$ cat src/rtl/uart_pkg.sv
// Shared UART definitions: data widths and the receive FIFO entry layout.
package uart_pkg;

  localparam int UART_DATA_W = 8;
  localparam int RX_ENTRY_W  = 10;

  typedef struct packed {
    logic                   pe;
    logic                   fe;
    logic [UART_DATA_W-1:0] data;
  } rx_entry_t;

endpackage

$ cat src/rtl/uart_fifo_mem.sv
// Register-array storage: one synchronous write port, one asynchronous read port, no reset.
module uart_fifo_mem #(
  parameter int WIDTH = 10,
  parameter int DEPTH = 16,
  localparam int AW   = $clog2(DEPTH)
) (
  input  logic             clk,
  input  logic             we,
  input  logic [AW-1:0]    waddr,
  input  logic [WIDTH-1:0] wdata,
  input  logic [AW-1:0]    raddr,
  output logic [WIDTH-1:0] rdata
);

  logic [WIDTH-1:0] mem_q [DEPTH];

  always_ff @(posedge clk) begin
    if (we) mem_q[waddr] <= wdata;
  end

  assign rdata = mem_q[raddr];

endmodule

$ cat src/rtl/uart_rx_fifo.sv
// Receive byte FIFO behind uart_top: first-word-fall-through output, overflow flag and drop counter.
module uart_rx_fifo
  import uart_pkg::*;
#(
  parameter int DEPTH    = 16,
  parameter int AF_LEVEL = 12
) (
  input  logic                     clk,
  input  logic                     rst_n,
  input  logic                     rx_ready,
  input  logic [7:0]               rx_data,
  input  logic                     framing_error,
  input  logic                     parity_error,
  input  logic                     flush,
  input  logic                     clr_ovf,
  output logic                     m_valid,
  input  logic                     m_ready,
  output logic [7:0]               m_data,
  output logic                     m_fe,
  output logic                     m_pe,
  output logic [$clog2(DEPTH):0]   level,
  output logic                     almost_full,
  output logic                     overflow,
  output logic [7:0]               ovf_cnt
);

  localparam int AW = $clog2(DEPTH);
  localparam logic [AW-1:0] PTR_ONE = AW'(1);
  localparam logic [AW:0]   LVL_ONE = (AW+1)'(1);
  localparam logic [AW:0]   LVL_MAX = (AW+1)'(DEPTH);
  localparam logic [AW:0]   LVL_AF  = (AW+1)'(AF_LEVEL);

  logic [AW-1:0] wptr_q, wptr_d, rptr_q, rptr_d;
  logic [AW:0]   level_q, level_d;
  logic          almost_full_q, almost_full_d;
  logic          overflow_q, overflow_d;
  logic [7:0]    ovf_cnt_q, ovf_cnt_d;

  logic      push, pop, full, wr_en, drop;
  rx_entry_t wr_entry, rd_entry;

  assign m_valid  = (level_q != '0);
  assign full     = (level_q == LVL_MAX);
  assign push     = rx_ready & ~flush;
  assign pop      = m_valid & m_ready & ~flush;
  // A push into a full FIFO still lands if the head leaves in the same cycle.
  assign wr_en    = push & (~full | pop);
  assign drop     = push & full & ~pop;
  assign wr_entry = '{pe: parity_error, fe: framing_error, data: rx_data};

  uart_fifo_mem #(
    .WIDTH (RX_ENTRY_W),
    .DEPTH (DEPTH)
  ) u_mem (
    .clk   (clk),
    .we    (wr_en),
    .waddr (wptr_q),
    .wdata (wr_entry),
    .raddr (rptr_q),
    .rdata (rd_entry)
  );

  always_comb begin
    wptr_d        = wptr_q;
    rptr_d        = rptr_q;
    level_d       = level_q;
    overflow_d    = overflow_q;
    ovf_cnt_d     = ovf_cnt_q;
    if (flush) begin
      wptr_d  = '0;
      rptr_d  = '0;
      level_d = '0;
    end else begin
      if (wr_en) wptr_d = wptr_q + PTR_ONE;
      if (pop)   rptr_d = rptr_q + PTR_ONE;
      if (wr_en && !pop)      level_d = level_q + LVL_ONE;
      else if (!wr_en && pop) level_d = level_q - LVL_ONE;
    end
    // A drop outranks a simultaneous clear so the lost byte is never hidden.
    if (drop) begin
      overflow_d = 1'b1;
      if (clr_ovf)                 ovf_cnt_d = 8'd1;
      else if (ovf_cnt_q != 8'hFF) ovf_cnt_d = ovf_cnt_q + 8'd1;
    end else if (clr_ovf) begin
      overflow_d = 1'b0;
      ovf_cnt_d  = 8'd0;
    end
    almost_full_d = (level_d >= LVL_AF);
  end

  always_ff @(posedge clk or negedge rst_n) begin
    if (!rst_n) begin
      wptr_q        <= '0;
      rptr_q        <= '0;
      level_q       <= '0;
      almost_full_q <= 1'b0;
      overflow_q    <= 1'b0;
      ovf_cnt_q     <= 8'd0;
    end else begin
      wptr_q        <= wptr_d;
      rptr_q        <= rptr_d;
      level_q       <= level_d;
      almost_full_q <= almost_full_d;
      overflow_q    <= overflow_d;
      ovf_cnt_q     <= ovf_cnt_d;
    end
  end

  assign m_data      = m_valid ? rd_entry.data : 8'd0;
  assign m_fe        = m_valid & rd_entry.fe;
  assign m_pe        = m_valid & rd_entry.pe;
  assign level       = level_q;
  assign almost_full = almost_full_q;
  assign overflow    = overflow_q;
  assign ovf_cnt     = ovf_cnt_q;

endmodule
$ cat config.mk
export PLATFORM = sky130hd
export DESIGN_NAME = uart_rx_fifo
export DESIGN_NICKNAME = d
export VERILOG_FILES = /design/src/rtl/uart_pkg.sv /design/src/rtl/uart_fifo_mem.sv /design/src/rtl/uart_rx_fifo.sv
export SDC_FILE = /design/constraint.sdc
export NUM_CORES = 1
export LEC_CHECK = 0
export ABC_CLOCK_PERIOD_IN_PS = 3200
export BUFFER_PORTS_ARGS = -buffer_cell sky130_fd_sc_hd__buf_2
export CAP_MARGIN = 10
export CORE_MARGIN = 4
export CORE_UTILIZATION = 25
export DETAILED_ROUTE_END_ITERATION = 8
export MAX_ROUTING_LAYER = met4
export PLACE_DENSITY = 0.45
export SETUP_SLACK_MARGIN = 0.2
export SYNTH_ARGS = -nofsm -noshare
export SYNTH_HDL_FRONTEND = slang
export SYNTH_SLANG_ARGS = --single-unit
$ cat constraint.sdc
create_clock -name clk -period 3.2 [get_ports clk]
set_input_delay 0.32 -clock clk [delete_from_list [all_inputs] [get_ports clk]]
set_output_delay 0.32 -clock clk [all_outputs]
set_load 0.05 [all_outputs]
==> results of run 1 <==
==> path summary, 6_finish.rpt <==
kind / start / end / slack (ns) / cells past startpoint
setup / recovery: rptr_q[1]$_DFFE_PN0P_ / m_data[0] / 0.38 / 7
hold / removal: clr_ovf / ovf_cnt[3]$_DFFE_PN0P_ / 0.19 / 2
setup reg to reg: level[0]$_DFF_PN0_ / u_mem.mem_q[10][2]$_DFFE_PP_ / 0.45 / 6
hold reg to reg: overflow$_DFFE_PN0P_ / overflow$_DFFE_PN0P_ / 0.53 / 2
max in group asynchronous: rst_n / rptr_q[0]$_DFFE_PN0P_ / 2.39 / 2
min in group asynchronous: rst_n / overflow$_DFFE_PN0P_ / 0.40 / 2
==> state kept, by name (all words and copies together), names as in the netlist <==
register and cells:
overflow 1, wptr_q 4, almost_full 1, u_mem.mem_q 160, level 5, ovf_cnt 8, rptr_q 4
==> synthesized netlist by cell type, drive strengths merged, types with 3 or more instances <==
cell	number	area, um2
mux4	20	450
nor3	9	45.0
nor2	12	45.0
nor4	4	40.0
and3	6	37.5
o31ai	3	22.5
nor2b	5	31.3
nand3	5	25.0
nand2	19	71.3
ha	8	100
inv	10	37.5
clkbuf	14	52.6
a211oi	12	95.1
o221ai	20	175
buf	9	60.1
xor2	3	26.3
o21ai	5	25.0
and2	17	106
mux2i	43	430
dfrtp	23	576
nand2b	5	31.3
o22ai	10	62.6
a21oi	6	30.0
nor4b	3	32.5
nand4	3	18.8
edfxtp	160	4800
==> power by group <==
group          switching (W)  total (W)  leakage, nW  internal [W]
clock network       0.000990    0.00203        0.282       0.00104
registers          0.0000456    0.00268         1.76       0.00263
logic               0.000792    0.00125        0.937      0.000460
==> cell usage in the layout, fill, tap and decap left out, drive strengths merged, types with 3 or more instances in the layout <==
cell type	Yosys	final
xor2	3	3
a211oi	12	12
o221ai	20	20
clkinv	1	5
nand2	19	19
nand4	3	3
ha	8	8
inv	10	19
mux2i	43	43
nand3	5	5
and2	17	17
nor3	9	9
o21ai	5	5
nor2	12	12
and3	6	6
nor4b	3	3
buf	9	59
nor2b	5	5
o22ai	10	10
nand2b	5	5
mux4	20	20
o31ai	3	3
nor4	4	4
dfrtp	23	23
edfxtp	160	160
a21oi	6	6
clkbuf	14	17
==> worst max-delay path, delay by kind of cell, from the launching register on <==
family                 cells  cell delay, ns
AO/OA/AOI/OAI              3            0.80
buffers and inverters      3            0.79
flip-flops                 1            0.36
AND/OR/NAND/NOR            1            0.11
==> metal layers <==
layer / up-vias / wire length, um
met4: 0 / 306
met3: 20 / 517
li1: 1966 / -
met2: 74 / 9280
met1: 2188 / 8130
met5: - / 0
==> what timing repair did <==
action,4_1_cts,5_1_grt
resized for setup,3,2
setup buffers,0,5
pin swaps,0,0
setup endpoints to repair,3,9
hold buffers,1,0
cloned,0,0
endpoints found under the hold margin,23,0
==> final cells by class <==
cell class | instances | area share
well taps | 390 | 0.0540
repair buffers | 60 | 0.0422
multi-input cells | 245 | 0.240
flip-flops and latches | 183 | 0.595
clock buffers | 17 | 0.0470
clock inverters | 14 | 0.0167
inverters | 11 | 0.00457
==> cells by family after synthesis <==
| kind of cell | Yosys count | share of synthesized area |
|---|---|---|
| flops | 183 | 0.701 |
| simple gates | 97 | 0.0734 |
| compound gates | 71 | 0.0701 |
| mux | 64 | 0.116 |
| buf+inv | 34 | 0.0201 |
| fa+ha+maj | 8 | 0.0130 |
| xor+xnor | 5 | 0.00571 |
==> stage by stage <==
step	util	hold WS, ns	cell area [um2]
floorplan	-	0.0244	7690
global placement	0.280	0.331	8400
detailed placement	0.280	0.345	8400
CTS	0.300	0.171	9000
global route	0.302	0.188	9040
finish	0.302	0.191	9040
==> results.md, run 1 <==
* Detailed Routing Iterations Pass 1 at 4
* Total CTS buffers at 17
* Post-route insts no fill at 920
* Highest clock rate at around 350 MHz
* Layout area overhead at 17.9%
* Setup Total Neg Slack at 0 ns
* FF+latch area at 5380 um2
* Yosys warnings at 0
* Final Hold Viols at 0
* Final worst-path cycle share at 0.882
* Routability cong. at 0.806
* Max IR drop VDD at between 0.3 and 0.4 mV
* Clk_lat worst skew at approximately 0.43 ns
* Std cell rows at between 60 and 70
* # fillers at 2919
* Final min period at roughly 2.8 ns
* Syn_area_per_cell at ~17 um2
* Cells along the critical path: buf_6 -> nand2_1 -> buf_4 -> o221ai_1 -> o22ai_1 -> a211oi_2 -> buf_2
* Avg WL per Cell at between 15 and 20 um
* Die X at ~180 um
* Leak at just under 3 nW
* DIE HEIGHT at between 150 and 200 um
* First-pass GRT wire length at 28300 um
* Diodes inserted at 0
* Ys flop type: edfxtp_1
* Drc violations at 0
* Routed wire length at around 18000 um
* Io pins at 42
* GR Util met1 at 0.148
* Max-cap viol count at 0
* Fin nets at approximately 540
* CTS Sinks at about 180
* Worst slew pin tran at about 0.7 ns
* Post-synth EDFFs at 160
* Worst setup path class: reg -> out
* Clk root buf: clkbuf_16
* Grt met3 use at 0.0240
* Via-to-Cell Ratio at roughly 4.6
* Multi-input gate area at about 2200 um2
* CP Max Fanout at 23
* CP max stage cell: dfrtp_1
* Seq/Total Area, Yosys at 0.701
* Post-DP HPWL at approximately 12000 um
* Largest net degree at the start of global routing at 24
* CTS tree: built
* Gr usage total at 0.116
* Post-Syn Nets at 486
* Worst endpoint data arrival time at about 2.5 ns
* Iter 0 DRT Violations at roughly 250
* Worst path required time at 2.88 ns
* Antenna violations before repair at 0
* Starting Density at 0.256
* Slew Limit Fails at 0
* Total power at roughly 0.006 W
* Vias at roughly 4200
* # H-tree levels at 4
* Type of the most critical hold path: in -> reg
* Clock buffer depth at 2
* Number of global-route vias before repair at 4366
* Gate count of the mapped netlist at between 400 and 500
* PnR worst setup slack at approximately 0.38 ns
* Setup crit end kind: output port
* # setup viols final at 0
* Worst slew margin relative to its limit at 0.532
* Reg clk slew, reported paths at ~0.070 ns
* Placed Cells at 883
* Status: completed
* Antenna-violating nets left at 0
* CP peak stage delay at 0.36 ns
* Synth unique cells at 57
* RSZ-0062 raised after global routing: no
* Met2 global-route usage at 0.186
* Mapped cell area at ~7700 um2
* Worst Setup Start Kind: flip-flop
* Pwr per Cell Area at between 600 and 700 nW/um2
* Full die area at roughly 34000 um2
* Setup WS pre-CTS at between 0.4 and 0.5 ns
* GR peak layer: met2
* Core area at between 20000 and 30000 um2
* FF+latch count, synth at between 150 and 200
* Share of layout cells above drive strength 1 at 0.234
* GRT overflow at 0
* Fraction of registers with async set or reset after synthesis at 0.126
* I/O Buffers at ~40
* Skew final at 0.0102 ns
Power figures use the tool's default switching activity.
==> inputs of run 2 (changes only) <==
SYNTH_HIERARCHICAL = 1   (was not set)
==> results.md, run 2 <==
* Status: completed
* Avg WL per Cell at 18.7 um (-5.7%)
* Final min period at 2.78 ns (-0.0450 ns)
* Slew Limit Fails at 0 (unchanged)
* Gr usage total at 0.107 (-0.00889)
* Leak at 3.09 nW (+3.8%)
* First-pass GRT wire length at 25800 um (-9.0%)
* CP Buf/Inv Count at 2 (-1)
* Cells along the critical path: buf_12 -> mux4_1 -> a22oi_1 -> nand2_1 -> and2_1 -> buf_2
* RSZ-0062 raised after global routing: no
* Setup crit end kind: output port
* Clock buffer depth at 2 (unchanged)
* Final worst-path cycle share at 0.868 (-0.0141)
* I/O Buffers at 41 (unchanged)
* CTS tree: built
* # H-tree levels at 4 (unchanged)
* Most common cell after layout, fill and taps aside: edfxtp_1
* Layout area overhead at 19.9%
* CP max stage cell: mux4_1
* Seq/Total Area, Yosys at 0.709 (+0.00716)
* Fin nets at 518 (-4.4%)
* Share of layout cells above drive strength 1 at 0.290 (+0.0562)
* # setup viols final at 0 (unchanged)
* Gate count of the mapped netlist at 422 (-8.7%)
* Core area at 29800 um2 (-0.53%)
* Worst path required time at 2.88 ns (about the same)
* GRT overflow at 0 (unchanged)
* Routability cong. at 0.757 (-6.1%)
* FF+latch count, synth at 183 (unchanged)
* Worst slew pin tran at 1.07 ns (+0.370 ns)
* Starting Density at 0.255 (-0.00125)
* Largest net degree at the start of global routing at 42 (+75%)
* Routed wire length at 16800 um (-7.7%)
* Most frequent cells in the layout: edfxtp_1, buf_2, buf_4
* CTS Sinks at 183 (unchanged)
* Final Hold Viols at 0 (unchanged)
* Pwr per Cell Area at 581 nW/um2 (-12%)
* Diodes inserted at 0 (unchanged)
* Highest clock rate at 360 MHz (+1.6%)
* Count leader, synth: edfxtp_1
* Antenna violations before repair at 0 (unchanged)
* Iter 0 DRT Violations at 273 (+9.6%)
* Total CTS buffers at 17 (unchanged)
* Max IR drop VDD at 0.224 mV (-41%)
* Worst slew margin relative to its limit at 0.285 (-0.247)
* Io pins at 42 (unchanged)
* Synth unique cells at 48 (-16%)
* Clk root buf: clkbuf_16
* Worst setup path class: reg -> out
* P_sw at 0.00138 W (-24%)
* Placed Cells at 862 (-2.4%)
* Internal power at 0.00390 W (-5.6%)
* Setup WS pre-CTS at 0.419 ns (-0.0432 ns)
* Largest reg by FF count: u_mem/mem_q
* Post-Syn Nets at 443 (-8.8%)
* Fraction of registers with async set or reset after synthesis at 0.126 (unchanged)
* Post-route insts no fill at 900 (-2.2%)
* Clk_lat worst skew at 0.43 ns (about the same)
* CP peak stage delay at 0.56 ns (+0.20 ns)
* Max-cap viol count at 0 (unchanged)
* Die X at 182 um (-0.49%)
* Ranking of synthesized cells by area: edfxtp_1, mux4_2, dfrtp_1
* Syn_area_per_cell at 18.0 um2 (+8.4%)
* Post-synth top area share at 0.633 (+0.00640)
* Full die area at 33200 um2 (-0.97%)
* Reg clk slew, reported paths at 0.07 ns (about the same)
* Drc violations at 0 (unchanged)
* Power share of the clock group at 0.395 (+0.054)
* Ys flop type: edfxtp_1
* PnR worst setup slack at 0.421 ns (+0.0450 ns)
* Reg2Reg Setup Slack at 0.54 ns (+0.09 ns)
* Worst Setup Start Kind: flip-flop
* Crit-path leading delay family: multiplexers
* Number of global-route vias before repair at 4370 (+0.092%)
* Yosys warnings at 6 (+6)
* Skew final at 0.00843 ns (-0.00181 ns)
* Antenna-violating nets left at 0 (unchanged)
* Std cell rows at 63 (unchanged)
* Post-DP HPWL at 11200 um (-9.5%)
* Detailed Routing Iterations Pass 1 at 5 (+1)
* Synth cell count leaders: edfxtp_1, mux4_2, dfrtp_1
* Type of the most critical hold path: in -> reg
* Synth area leader: edfxtp_1
* Post-synth EDFFs at 160 (unchanged)
* Via-to-Cell Ratio at 4.54 (-1.7%)
* Vias at 4084 (-3.9%)
* Setup Total Neg Slack at 0 ns (unchanged)
* Worst endpoint data arrival time at 2.46 ns (-0.04 ns)
* Largest register FFs at 160 (unchanged)
* Mapped cell area at 7590 um2 (-1.0%)
* Combinational power share at 0.104 (-0.106)
* Sw frac at 0.261 (-0.0450)
* DIE HEIGHT at 182 um (-0.49%)
* Sequential Power Share at 0.501 (+0.052)
* CP Max Fanout at 15 (-35%)
run 2: changes by cell type in the layout (fill, tap and decap cells not counted), sizes merged, moves of 6 or more:
cell and change:
a211oi -11, a22oi +20, and2 -6, and3 -6, buf +17, mux2i -40
mux4 +20, nor2 +8, o221ai -19, o22ai -10
run 2: kinds of logic after synthesis:
| kind of cell | after synthesis | synth area share |
|---|---|---|
| flip-flops | 183 | 0.709 |
| AND/OR/NAND/NOR | 103 | 0.0723 |
| AO/OA/AOI/OAI | 54 | 0.0554 |
| multiplexers | 43 | 0.129 |
| buffers and inverters | 29 | 0.0213 |
| XOR/XNOR | 5 | 0.00577 |
| adder cells (fa/ha/maj) | 5 | 0.00824 |
run 2: what timing repair did:
action | 4_1_cts | 5_1_grt
hold endpoints to repair | 23 | 0
hold buffers | 1 | 0
setup endpoints to repair | 1 | 11
setup buffers | 0 | 5
resized for setup | 1 | 2
run 2: power groups by stage:
stage | combinational, W | clock [W] | sequential (W)
after global routing | 0.000592 | 0.00225 | 0.00265
after floorplan | 0.000374 | 0 | 0.00270
after detailed placement | 0.000525 | 0 | 0.00271
final | 0.000550 | 0.00209 | 0.00265
after global placement | 0.000520 | 0 | 0.00270
after CTS | 0.000526 | 0.00213 | 0.00265
run 2: metrics by stage:
step,hold slack [ns],instance area [um2],util,power [W]
after floorplan,0.0244,7600,-,0.00307
after global placement,0.322,8430,0.283,0.00322
after detailed placement,0.336,8430,0.283,0.00323
after CTS,0.146,9040,0.304,0.00531
after global routing,0.164,9100,0.305,0.00550
final,0.172,9100,0.305,0.00528
run 2: final timing paths:
kind                       depth (start not counted)                           to             startpoint
setup / recovery                                   6                    m_data[0]  rptr_q[0]$_DFFE_PN0P_
hold / removal                                     2       ovf_cnt[4]$_DFFE_PN0P_                clr_ovf
setup reg to reg                                   7  u_mem/mem_q[0][2]$_DFFE_PP_     level[0]$_DFF_PN0_
hold reg to reg                                    1         overflow$_DFFE_PN0P_   overflow$_DFFE_PN0P_
max in group asynchronous                          2        rptr_q[0]$_DFFE_PN0P_                  rst_n
min in group asynchronous                          2       ovf_cnt[5]$_DFFE_PN0P_                  rst_n
run 2: metal layers:
layer / GRT usage / wire, um / share of wire / up-vias
li1: - / - / - / 1872
met1: 0.136 / 7550 / 0.45 / 2096
met2: 0.166 / 8210 / 0.49 / 91
met3: 0.0279 / 637 / 0.038 / 25
met4: 0.0381 / 423 / 0.025 / 0
met5: - / 0 / 0 / -
run 2: area by class of cell:
cell class / instances / area (um2)
fillers: 2954 / 20700
repair buffers: 77 / 528
well taps: 390 / 488
inverters: 8 / 33.8
flip-flops and latches: 183 / 5380
clock buffers: 17 / 425
multi-input cells: 210 / 2070
clock inverters: 15 / 173
